## src/rtl/csa_arb_pkg.sv

```systemverilog
// Shared types and sizes for the two-requester carry-skip adder arbiter.
package csa_arb_pkg;

    typedef enum logic {
        IDLE,
        BURST
    } state_t;

    localparam int NREQ = 2;
    localparam int ID_W = 1;

endpackage

```

## src/rtl/csa8_core.sv

```systemverilog
// Combinational 8-bit carry-skip adder: two 4-bit ripple blocks, each
// bypassed by its block-propagate signal when every bit position propagates.
module csa8_core (
    input  logic [7:0] a,
    input  logic [7:0] b,
    input  logic       cin,
    output logic [7:0] sum,
    output logic       cout
);

    logic blkPropLo;
    logic blkPropHi;
    logic carryMid;
    logic rc;

    assign blkPropLo = &(a[3:0] ^ b[3:0]);
    assign blkPropHi = &(a[7:4] ^ b[7:4]);

    // The skip mux selects the block carry-in whenever the whole block propagates.
    always_comb begin
        sum      = '0;
        rc       = cin;
        carryMid = 1'b0;
        cout     = 1'b0;
        for (int i = 0; i < 4; i++) begin
            sum[i] = a[i] ^ b[i] ^ rc;
            rc     = (a[i] & b[i]) | ((a[i] ^ b[i]) & rc);
        end
        carryMid = blkPropLo ? cin : rc;
        rc       = carryMid;
        for (int i = 4; i < 8; i++) begin
            sum[i] = a[i] ^ b[i] ^ rc;
            rc     = (a[i] & b[i]) | ((a[i] ^ b[i]) & rc);
        end
        cout = blkPropHi ? carryMid : rc;
    end

endmodule

```

## src/rtl/csa_add_arbiter.sv

```systemverilog
// Round-robin arbiter sharing one 8-bit carry-skip adder between two burst
// requesters; carry is chained across the beats of a locked burst.
module csa_add_arbiter
    import csa_arb_pkg::*;
#(
    parameter int W = 8
) (
    input  logic            clk,
    input  logic            rst_n,
    input  logic [NREQ-1:0] req_valid,
    output logic [NREQ-1:0] req_ready,
    input  logic [W-1:0]    req_a0,
    input  logic [W-1:0]    req_b0,
    input  logic [W-1:0]    req_a1,
    input  logic [W-1:0]    req_b1,
    input  logic [NREQ-1:0] req_last,
    output logic            rsp_valid,
    input  logic            rsp_ready,
    output logic [W-1:0]    rsp_sum,
    output logic            rsp_cout,
    output logic [ID_W-1:0] rsp_id,
    output logic            rsp_last
);

    state_t          state_q;
    logic [ID_W-1:0] gnt_q;
    logic [ID_W-1:0] rr_q;
    logic            carry_q;
    logic            rsp_valid_q;
    logic [W-1:0]    rsp_sum_q;
    logic            rsp_cout_q;
    logic [ID_W-1:0] rsp_id_q;
    logic            rsp_last_q;

    logic            slotFree;
    logic [ID_W-1:0] selId;
    logic            accept;
    logic            lastSel;
    logic            cin;
    logic [W-1:0]    opA;
    logic [W-1:0]    opB;
    logic [W-1:0]    sum_d;
    logic            cout_d;

    // In IDLE the winner is picked combinationally so a burst start is accepted
    // the same cycle it wins; in BURST the owner keeps the grant even if idle.
    always_comb begin
        slotFree = !rsp_valid_q || rsp_ready;
        if (state_q == BURST) begin
            selId = gnt_q;
        end else if (req_valid[rr_q]) begin
            selId = rr_q;
        end else begin
            selId = ~rr_q;
        end
        req_ready = '0;
        if (rst_n && slotFree && (state_q == BURST || (|req_valid))) begin
            req_ready[selId] = 1'b1;
        end
        accept  = |(req_valid & req_ready);
        opA     = selId ? req_a1 : req_a0;
        opB     = selId ? req_b1 : req_b0;
        lastSel = req_last[selId];
        cin     = (state_q == BURST) && carry_q;
    end

    csa8_core u_core (
        .a    (opA),
        .b    (opB),
        .cin  (cin),
        .sum  (sum_d),
        .cout (cout_d)
    );

    always_ff @(posedge clk) begin
        if (!rst_n) begin
            state_q     <= IDLE;
            gnt_q       <= '0;
            rr_q        <= '0;
            carry_q     <= 1'b0;
            rsp_valid_q <= 1'b0;
            rsp_sum_q   <= '0;
            rsp_cout_q  <= 1'b0;
            rsp_id_q    <= '0;
            rsp_last_q  <= 1'b0;
        end else if (accept) begin
            rsp_valid_q <= 1'b1;
            rsp_sum_q   <= sum_d;
            rsp_cout_q  <= cout_d;
            rsp_id_q    <= selId;
            rsp_last_q  <= lastSel;
            if (lastSel) begin
                carry_q <= 1'b0;
                state_q <= IDLE;
                rr_q    <= ~selId;
            end else begin
                carry_q <= cout_d;
                state_q <= BURST;
                gnt_q   <= selId;
            end
        end else if (rsp_ready) begin
            rsp_valid_q <= 1'b0;
        end
    end

    assign rsp_valid = rsp_valid_q;
    assign rsp_sum   = rsp_sum_q;
    assign rsp_cout  = rsp_cout_q;
    assign rsp_id    = rsp_id_q;
    assign rsp_last  = rsp_last_q;

endmodule

```

## config.mk

```make
export PLATFORM = sky130hd
export DESIGN_NAME = csa_add_arbiter
export DESIGN_NICKNAME = d
export VERILOG_FILES = /design/src/rtl/csa_arb_pkg.sv /design/src/rtl/csa8_core.sv /design/src/rtl/csa_add_arbiter.sv
export SDC_FILE = /design/constraint.sdc
export NUM_CORES = 1
export LEC_CHECK = 0
export CORE_MARGIN = 2
export CORE_UTILIZATION = 30
export CTS_CLUSTER_SIZE = 40
export DETAILED_ROUTE_END_ITERATION = 8
export DONT_BUFFER_PORTS = 1
export SYNTH_ARGS = -nofsm -noshare
export SYNTH_HDL_FRONTEND = slang
export SYNTH_HIERARCHICAL = 1
export SYNTH_SLANG_ARGS = --single-unit
```

## constraint.sdc

```tcl
create_clock -name clk -period 8.01 [get_ports clk]
set_input_delay 1.602 -clock clk [delete_from_list [all_inputs] [get_ports clk]]
set_output_delay 1.602 -clock clk [all_outputs]
set_load 0.03 [all_outputs]
```

# ---- After elaboration in Yosys (flattened, before gate mapping)
# Cells that the tools add are included.
dict set report word_totals {
  regBits 16
  output_inout_bits 14
  wordCells 89
}
dict set report classes {
  magnitude_cmp 3
  mux 17
  bitwise 46
  n_reduce_logical 14
}
# op count
set ops {}
lappend ops {{AND 1 bit} 16}
lappend ops {{2-to-1 mux 8 bit} 2}
lappend ops {{XOR 1 bit} 16}
lappend ops {{2-to-1 mux 1 bit} 13}
lappend ops {{bitwise OR 1 bit} 8}
lappend ops {{AND reduction 4 bit} 2}
lappend ops {{XOR 4 bit} 2}
lappend ops {{logical AND 1 bit} 4}
lappend ops {{less-than comparator 1 x 2 -> 1 bit, second input constant} 2}
lappend ops {{AND reduction 2 bit} 2}
lappend ops {{OR reduction 2 bit} 2}
lappend ops {{inverter 1 bit} 3}
lappend ops {{AND 2 bit} 1}
lappend ops {{logical OR 1 bit} 2}
lappend ops {{2-to-1 mux 2 bit} 1}
lappend ops {{nonzero test 2 bit} 1}
lappend ops {{demux 1 bit (select 1 bit)} 1}
lappend ops {{greater-or-equal comparator 1 bit, second input constant} 1}
lappend ops {{logical NOT 1 bit} 1}

# ---- Depth between registers and ports, before layout
# Gate-level depths: netlist (run 1).
dict set report logic_depth {
  depth_word 25
  mapped_depth 21
  ltp_nobuf 19
}

# ---- By module
# Netlist (run 1), hierarchy kept.
# module instances cells_each area_per_inst_um2 seq_area_each_um2
set modules_own_cells {}
lappend modules_own_cells {csa_add_arbiter 1 99 933.4 320.3}
lappend modules_own_cells {csa8_core 1 30 332.8 0.0}

# ---- Worst setup path before layout (run 1)
# No wires, ideal clock.
dict set report synth_path {
  path_type {input to register}
  startpoint {input port req_valid[1]}
  endpoint {register rsp_sum_q[7] (netlist: rsp_sum[7])}
  setup_time_ns 0.065
  arrival_time_ns 5.988
  path_slack_ns 1.957
  cell_stages 19
  n_path_buf 1
  path_cell_list {nand2b_1 a31o_2 clkbuf_1 mux2_2 inv_1 fa_1 inv_1 fa_1 fa_1 fa_1 mux2_4 fa_1 fa_1 fa_1 inv_1 fa_1 inv_1 mux2i_1 nor2_1}
}
dict set report synth_via {
  elab_chain_len 22
}
# item line_no
set synth_rtl {}
lappend synth_rtl {{start, declared} csa_add_arbiter.sv:10} ;# input logic [NREQ-1:0] req_valid,
lappend synth_rtl {{2-to-1 mux 1 bit (not written as such) (*) (2 in a row)} csa_add_arbiter.sv:51} ;# end else if (req_valid[rr_q]) begin
lappend synth_rtl {{2-to-1 mux 1 bit (*)} csa_add_arbiter.sv:51}
lappend synth_rtl {{2-to-1 mux 1 bit (*)} csa_add_arbiter.sv:49} ;# if (state_q == BURST) begin
lappend synth_rtl {{2-to-1 mux 8 bit (*)} csa_add_arbiter.sv:61} ;# opA = selId ? req_a1 : req_a0;
lappend synth_rtl {{via opA[0]} csa_add_arbiter.sv:40} ;# logic [W-1:0] opA;
lappend synth_rtl {{XOR 1 bit} csa8_core.sv:27} ;# rc = (a[i] & b[i]) | ((a[i] ^ b[i]) & rc);
lappend synth_rtl {{AND 1 bit} csa8_core.sv:27}
lappend synth_rtl {{bitwise OR 1 bit} csa8_core.sv:27}
lappend synth_rtl {{[... 7 more ...]} -}
lappend synth_rtl {{AND 1 bit (*)} csa8_core.sv:33} ;# rc = (a[i] & b[i]) | ((a[i] ^ b[i]) & rc);
lappend synth_rtl {{bitwise OR 1 bit (*)} csa8_core.sv:33}
lappend synth_rtl {{AND 1 bit (*)} csa8_core.sv:33}
lappend synth_rtl {{bitwise OR 1 bit (*)} csa8_core.sv:33}
lappend synth_rtl {{AND 1 bit (*)} csa8_core.sv:33}
lappend synth_rtl {{bitwise OR 1 bit (*)} csa8_core.sv:33}
lappend synth_rtl {{XOR 1 bit (*)} csa8_core.sv:32} ;# sum[i] = a[i] ^ b[i] ^ rc;
lappend synth_rtl {{via sum_d[7]} csa_add_arbiter.sv:42} ;# logic [W-1:0] sum_d;
lappend synth_rtl {{end signal, assigned} csa_add_arbiter.sv:88} ;# rsp_sum_q <= sum_d;
lappend synth_rtl {{end, declared} csa_add_arbiter.sv:30} ;# logic [W-1:0] rsp_sum_q;
# Mark *: on every way through the listed nets, which the timed path passes. The rest lies on a longest branch. The select of a mux whose other input is x is not followed.
# A chain may end at the register's enable or synchronous reset.

# ---- Worst setup path in the final report (run 1)
# Ends and elaborated chain as after synthesis.

==> results of run 1 <==
-- worst max path at each step --
| stage | endpoint | depth (start not counted) |
|---|---|---|
| after floorplan | rsp_sum[7] | 19 |
| after CTS | rsp_sum[7] | 18 |
| after global placement | rsp_sum[7] | 18 |
| final | rsp_sum[7] | 18 |
| after global routing | rsp_sum[7] | 18 |
| after detailed placement | rsp_sum[7] | 18 |
-- flip-flops by register name (all words and copies together) (netlist names) --
| register | cells |
|---|---|
| rsp_valid | 1 |
| state_q | 1 |
| rsp_cout | 1 |
| rr_q | 1 |
| carry_q | 1 |
| gnt_q | 1 |
| rsp_id | 1 |
| rsp_sum | 8 |
| rsp_last | 1 |
-- layout make-up --
cell class              instances  area share
multi-input cells              94       0.636
flip-flops and latches         16       0.236
well taps                      50      0.0460
clock buffers                   4      0.0405
inverters                      13      0.0359
repair buffers                  1     0.00552
-- synth_stat cells (2+ instances only) --
library cell,n,area (µm²)
fa_1,8,160
nand2_1,6,22.5
nand4_1,4,25.0
buf_2,2,10.0
and2_1,2,12.5
mux2i_1,10,100
inv_1,13,48.8
ha_1,8,100
nand2b_1,3,18.8
a21oi_1,4,20.0
nor2b_1,2,12.5
clkbuf_1,3,11.3
mux2_2,17,191
dfxtp_1,16,320
o31ai_1,2,15.0
nor2_1,13,48.8
-- power by group --
part | internal, mW | switching [mW]
logic | 0.0859 | 0.0949
clock network | 0.0436 | 0.0270
registers | 0.101 | 0.0491
-- cell families after synthesis --
family | after synthesis
compound gates | 16
fa+ha+maj | 16
buf+inv | 19
flops | 16
mux | 28
simple gates | 34
-- per-stage QoR --
stage,power (mW),instances,hold WS [ns],setup WS [ns]
5_1_grt,0.439,178,0.516,1.69
3_5_place_dp,0.335,174,0.460,1.65
6_report,0.401,178,0.469,1.91
2_1_floorplan,0.300,129,0.443,1.96
4_1_cts,0.406,178,0.469,1.91
3_3_place_gp,0.327,174,0.459,1.82
-- layer usage --
layer,track usage,up-vias
met1,0.128,423
met3,0.0292,4
li1,-,436
met4,0.0417,0
met2,0.218,41
met5,0,-
-- critical path: cells and delay by family --
family,cells,cell delay (ns)
AOI/OAI and AO/OA,1,0.51
adders and majority gates,8,2.87
buffers and inverters,4,0.27
muxes,3,0.76
and+or+nand+nor,2,0.26
==> results.cfg, run 1 <==
[status]
status = completed

[critical_path]
worstPathRequired_ns = 8.19
cp.arrival_ns = 6.28
critical_path_class = primary input to flop
regToRegEndpoint = rsp_sum[7]
slowest_stage = a31o_2
worstReg2RegStart = state_q
path_common_cell = fa_1
crit_path_max_incr_delay_ns = 0.51
startpoint = req_valid[1]
end_kind = flop
rrSetupSlack_ns = 2.83
cp_max_fo = 21
r2r_cells = 18
start_kind = primary input
crit_chain = nand2b_1 > a31o_2 > mux2_2 > inv_1 > fa_1 > inv_1 > fa_1 > fa_1 > fa_1 > mux2_4 > fa_1 > fa_1 > fa_1 > inv_1 > fa_1 > inv_1 > mux2i_1 > nor2_1

[cells_and_area]
register_area_um2 = 320
fin_util = 0.337
fillers = 416
diodes = 0
multi_input_area_um2 = 865
stdcell_area_um2 = 1360
final_common_cell = mux2_2
area_growth_pct = 7.31
mostFrequentLayoutCells = mux2_2, dfxtp_1, inv_1, nor2_1, mux2i_1
layout-drive-gt1-share = 0.203
nNetsFinal = 184

[clocking]
cts_sinks = 16
cts.clk_slew.worst_paths_ns = 0.06
cts_tree = done
root_buffer = clkbuf_8
cts_resized = 0
holdBufCountCts = 0
clock_latency_ns = 0.25
postCtsSetupBuffers = 0
htreeDepth = 1
cts_buffer_depth = 2
cts_buffers = 3

[yosys]
synth-simple-area-share = 0.128
ys_types = 32
seq_area_frac_synth = 0.253
muxShareOfSynthArea = 0.242
ys.flop_type = dfxtp_1
syn-cell-area_um2 = 1270
synth_top_family_by_area = multiplexers
yosys_warnings = 6
synthesis.nets = 184
synth_xor_area_frac = 0
synth_edf_count = 0
synth-adder-area-share = 0.206
synth_compound_area_frac = 0.107
synthCells = 129
postSynth.asyncResetShare = 0
synth_seq_cells = 16
syn_avg_cell_area_um2 = 9.82

[global_route]
overflow = 0
grt_pass1_vias = 937
grt_pass1_wl_um = 4170
grt_usage = 0.117
antenna_found_initial = 0
grt_max_degree = 22

[placed_design]
post-dp-hpwl_um = 2140
portBuffers = 0
gp_congestion = 0.724
dpl_cell_area_um2 = 1300

[drt]
wirelength_met1_um = 1020
top_layer = met4
num_vias = 904
wirelength_um = 2680
viasPerCell = 5.08
wl_met2_um = 1400
drt_iter0_markers = 32
drc = 0
ant_nets = 0
route.detailed.wl_per_inst_um = 15.0
wl_met3_um = 238
firstDrtPassIters = 6

[timing]
fin_skew_ns = 0.00137
finalHoldViolCount = 0
tns_ns = 0
min_period_ns = 6.10
post-route-period-util = 0.761
fmax_ghz = 0.164
worstMarginPinSlew_ns = 0.598
setup_viol = 0
maxSlewViolCount = 0
worst_slew_margin_rel = 0.601
grt_setup_unrepaired = false

[job]
maxCapViolCount = 0

[floorplanning]
die_h_um = 69.0
rows = 23
core_um2 = 4030
io_pins = 53
start_util = 0.314
die_width_um = 69.0
die-area_um2 = 4760

[min_path]
min-delay-start = carry_q
hold_path_class = flop to flop
hold_end = carry_q
min_path_cells = 2

[power_and_ir_drop]
ir_worst_vdd_mv = 0.106
pwr_density_cell_nw_per_um2 = 295
p_leak_nw = 0.582
Note: power is estimated with default switching activity, not from simulation.
==> inputs of run 2 (changes only) <==
clock period = 6.1 ns   (was 8.01 ns; I/O delays follow)
==> results.cfg, run 2 (synthesis results as in run 1) <==
[timing]
maxSlewViolCount = 0
whs_ns = 0.472
post-route-period-util = 0.881
worstMarginPinSlew_ns = 0.712
tns_ns = 0
min_period_ns = 5.38
fmax_ghz = 0.186
setup_viol = 0
worst_slew_margin_rel = 0.526
fin_skew_ns = 0.00198
finalHoldViolCount = 0
grt_setup_unrepaired = false

[power_and_ir_drop]
combPwrFrac = 0.450
ir_worst_vdd_mv = 0.137
p_leak_nw = 0.587
p_int_mw = 0.305
power_mw = 0.527
p_switching_mw = 0.222
sw_frac_of_total = 0.422
pwr_density_cell_nw_per_um2 = 385
seqPwrFrac = 0.373
power.clock.fraction = 0.177

[cells_and_area]
final_common_cell = mux2_2
fin_util = 0.339
stdcell_area_um2 = 1370
diodes = 0
area_growth_pct = 7.91
fillers = 433
layout-drive-gt1-share = 0.209
nNetsFinal = 185
mostFrequentLayoutCells = mux2_2, dfxtp_1, inv_1, nor2_1, mux2i_1
largest_reg_flops = 8

[global_route]
antenna_found_initial = 0
grt_max_degree = 16
grt_pass1_vias = 869
overflow = 0
grt_pass1_wl_um = 3740
grt_usage = 0.106

[clocking]
cts_resized = 0
cts_buffers = 3
root_buffer = clkbuf_8
cts.clk_slew.worst_paths_ns = 0.06
holdBufCountCts = 0
cts_tree = done
htreeDepth = 1
cts_buffer_depth = 2
postCtsSetupBuffers = 0
cts_sinks = 16
clock_latency_ns = 0.25

[drt]
wl_met3_um = 206
drc = 0
wirelength_met1_um = 1060
viasPerCell = 4.96
top_layer = met4
route.detailed.wl_per_inst_um = 14.1
drt_iter0_markers = 34
wirelength_um = 2520
ant_nets = 0
num_vias = 888
firstDrtPassIters = 4
wl_met2_um = 1240

[status]
status = completed

[critical_path]
crit_chain = nand2b_1 > a31o_2 > mux2_2 > inv_1 > fa_1 > inv_1 > fa_1 > fa_1 > fa_1 > mux2_4 > fa_1 > fa_1 > fa_1 > inv_1 > fa_1 > inv_1 > mux2i_1 > nor2_1
start_kind = primary input
end_kind = flop
crit_buf_inv = 4
slowest_stage = fa_1
critical_path_class = primary input to flop
cp.arrival_ns = 5.56
cpLargestDelayFamily = adder cells
worstPathRequired_ns = 6.28
path_common_cell = fa_1
cp_max_fo = 9
crit_path_max_incr_delay_ns = 0.40

[floorplanning]
die_h_um = 69.0
die-area_um2 = 4760
io_pins = 53
start_util = 0.314
core_um2 = 4030
rows = 23
die_width_um = 69.0

[placed_design]
post-dp-hpwl_um = 2080
gp_congestion = 0.805
portBuffers = 0
dpl_cell_area_um2 = 1310

[job]
maxCapViolCount = 0

[min_path]
hold_path_class = flop to flop
==> run 2: changes by cell type in the layout (fill, tap and decap cells not counted), sizes merged <==
cell,previous run,this run
buf,1,2
==> run 2: stage by stage <==
| step | setup WS, ns | std cells |
|---|---|---|
| after detailed placement | 0.442 | 175 |
| final | 0.724 | 179 |
| after global routing | 0.519 | 179 |
| after CTS | 0.704 | 179 |
| after floorplan | 0.429 | 129 |
| after global placement | 0.495 | 175 |
==> run 2: power groups by stage <==
stage                     clock network [mW]  registers, mW  logic (mW)
final                                 0.0934          0.196       0.237
after floorplan                            0          0.187       0.207
after CTS                             0.0965          0.198       0.241
after global placement                     0          0.199       0.232
after detailed placement                   0          0.200       0.240
after global routing                   0.100          0.201       0.272
==> run 2: routing by layer <==
metal  GRT usage  vias up
met1       0.122      420
met5           0        -
met2       0.186       31
met3      0.0390        2
li1            -      435
met4      0.0221        0
==> run 2: area by class of cell <==
class | instances | area (µm²) | share of cell area
multi-input combinational | 94 | 865 | 0.633
timing repair buffer | 2 | 15.0 | 0.0110
tap | 50 | 62.6 | 0.0458
sequential | 16 | 320 | 0.234
inverter | 13 | 48.8 | 0.0357
clock buffer | 4 | 55.1 | 0.0403
==> run 2: final timing paths <==
check / start / to / slack, ns / cells after the start
setup / recovery: req_valid[1] / rsp_sum[7] / 0.72 / 18
hold / removal: carry_q / carry_q / 0.47 / 2
setup reg to reg: state_q / rsp_sum[7] / 1.26 / 18
hold reg to reg: carry_q / carry_q / 0.47 / 2
==> run 2: tightest hold or removal path, delay by kind of cell (launching register included) <==
kind | cells | cell delay (ns)
DFF | 1 | 0.31
AOI/OAI and AO/OA | 1 | 0.06
and+or+nand+nor | 1 | 0.05
==> inputs of run 3 (changes only) <==
CAP_MARGIN = 40   (was not set)
==> results of run 3 <==
No change in the layout: final DEF, timing and power equal those of run 2.
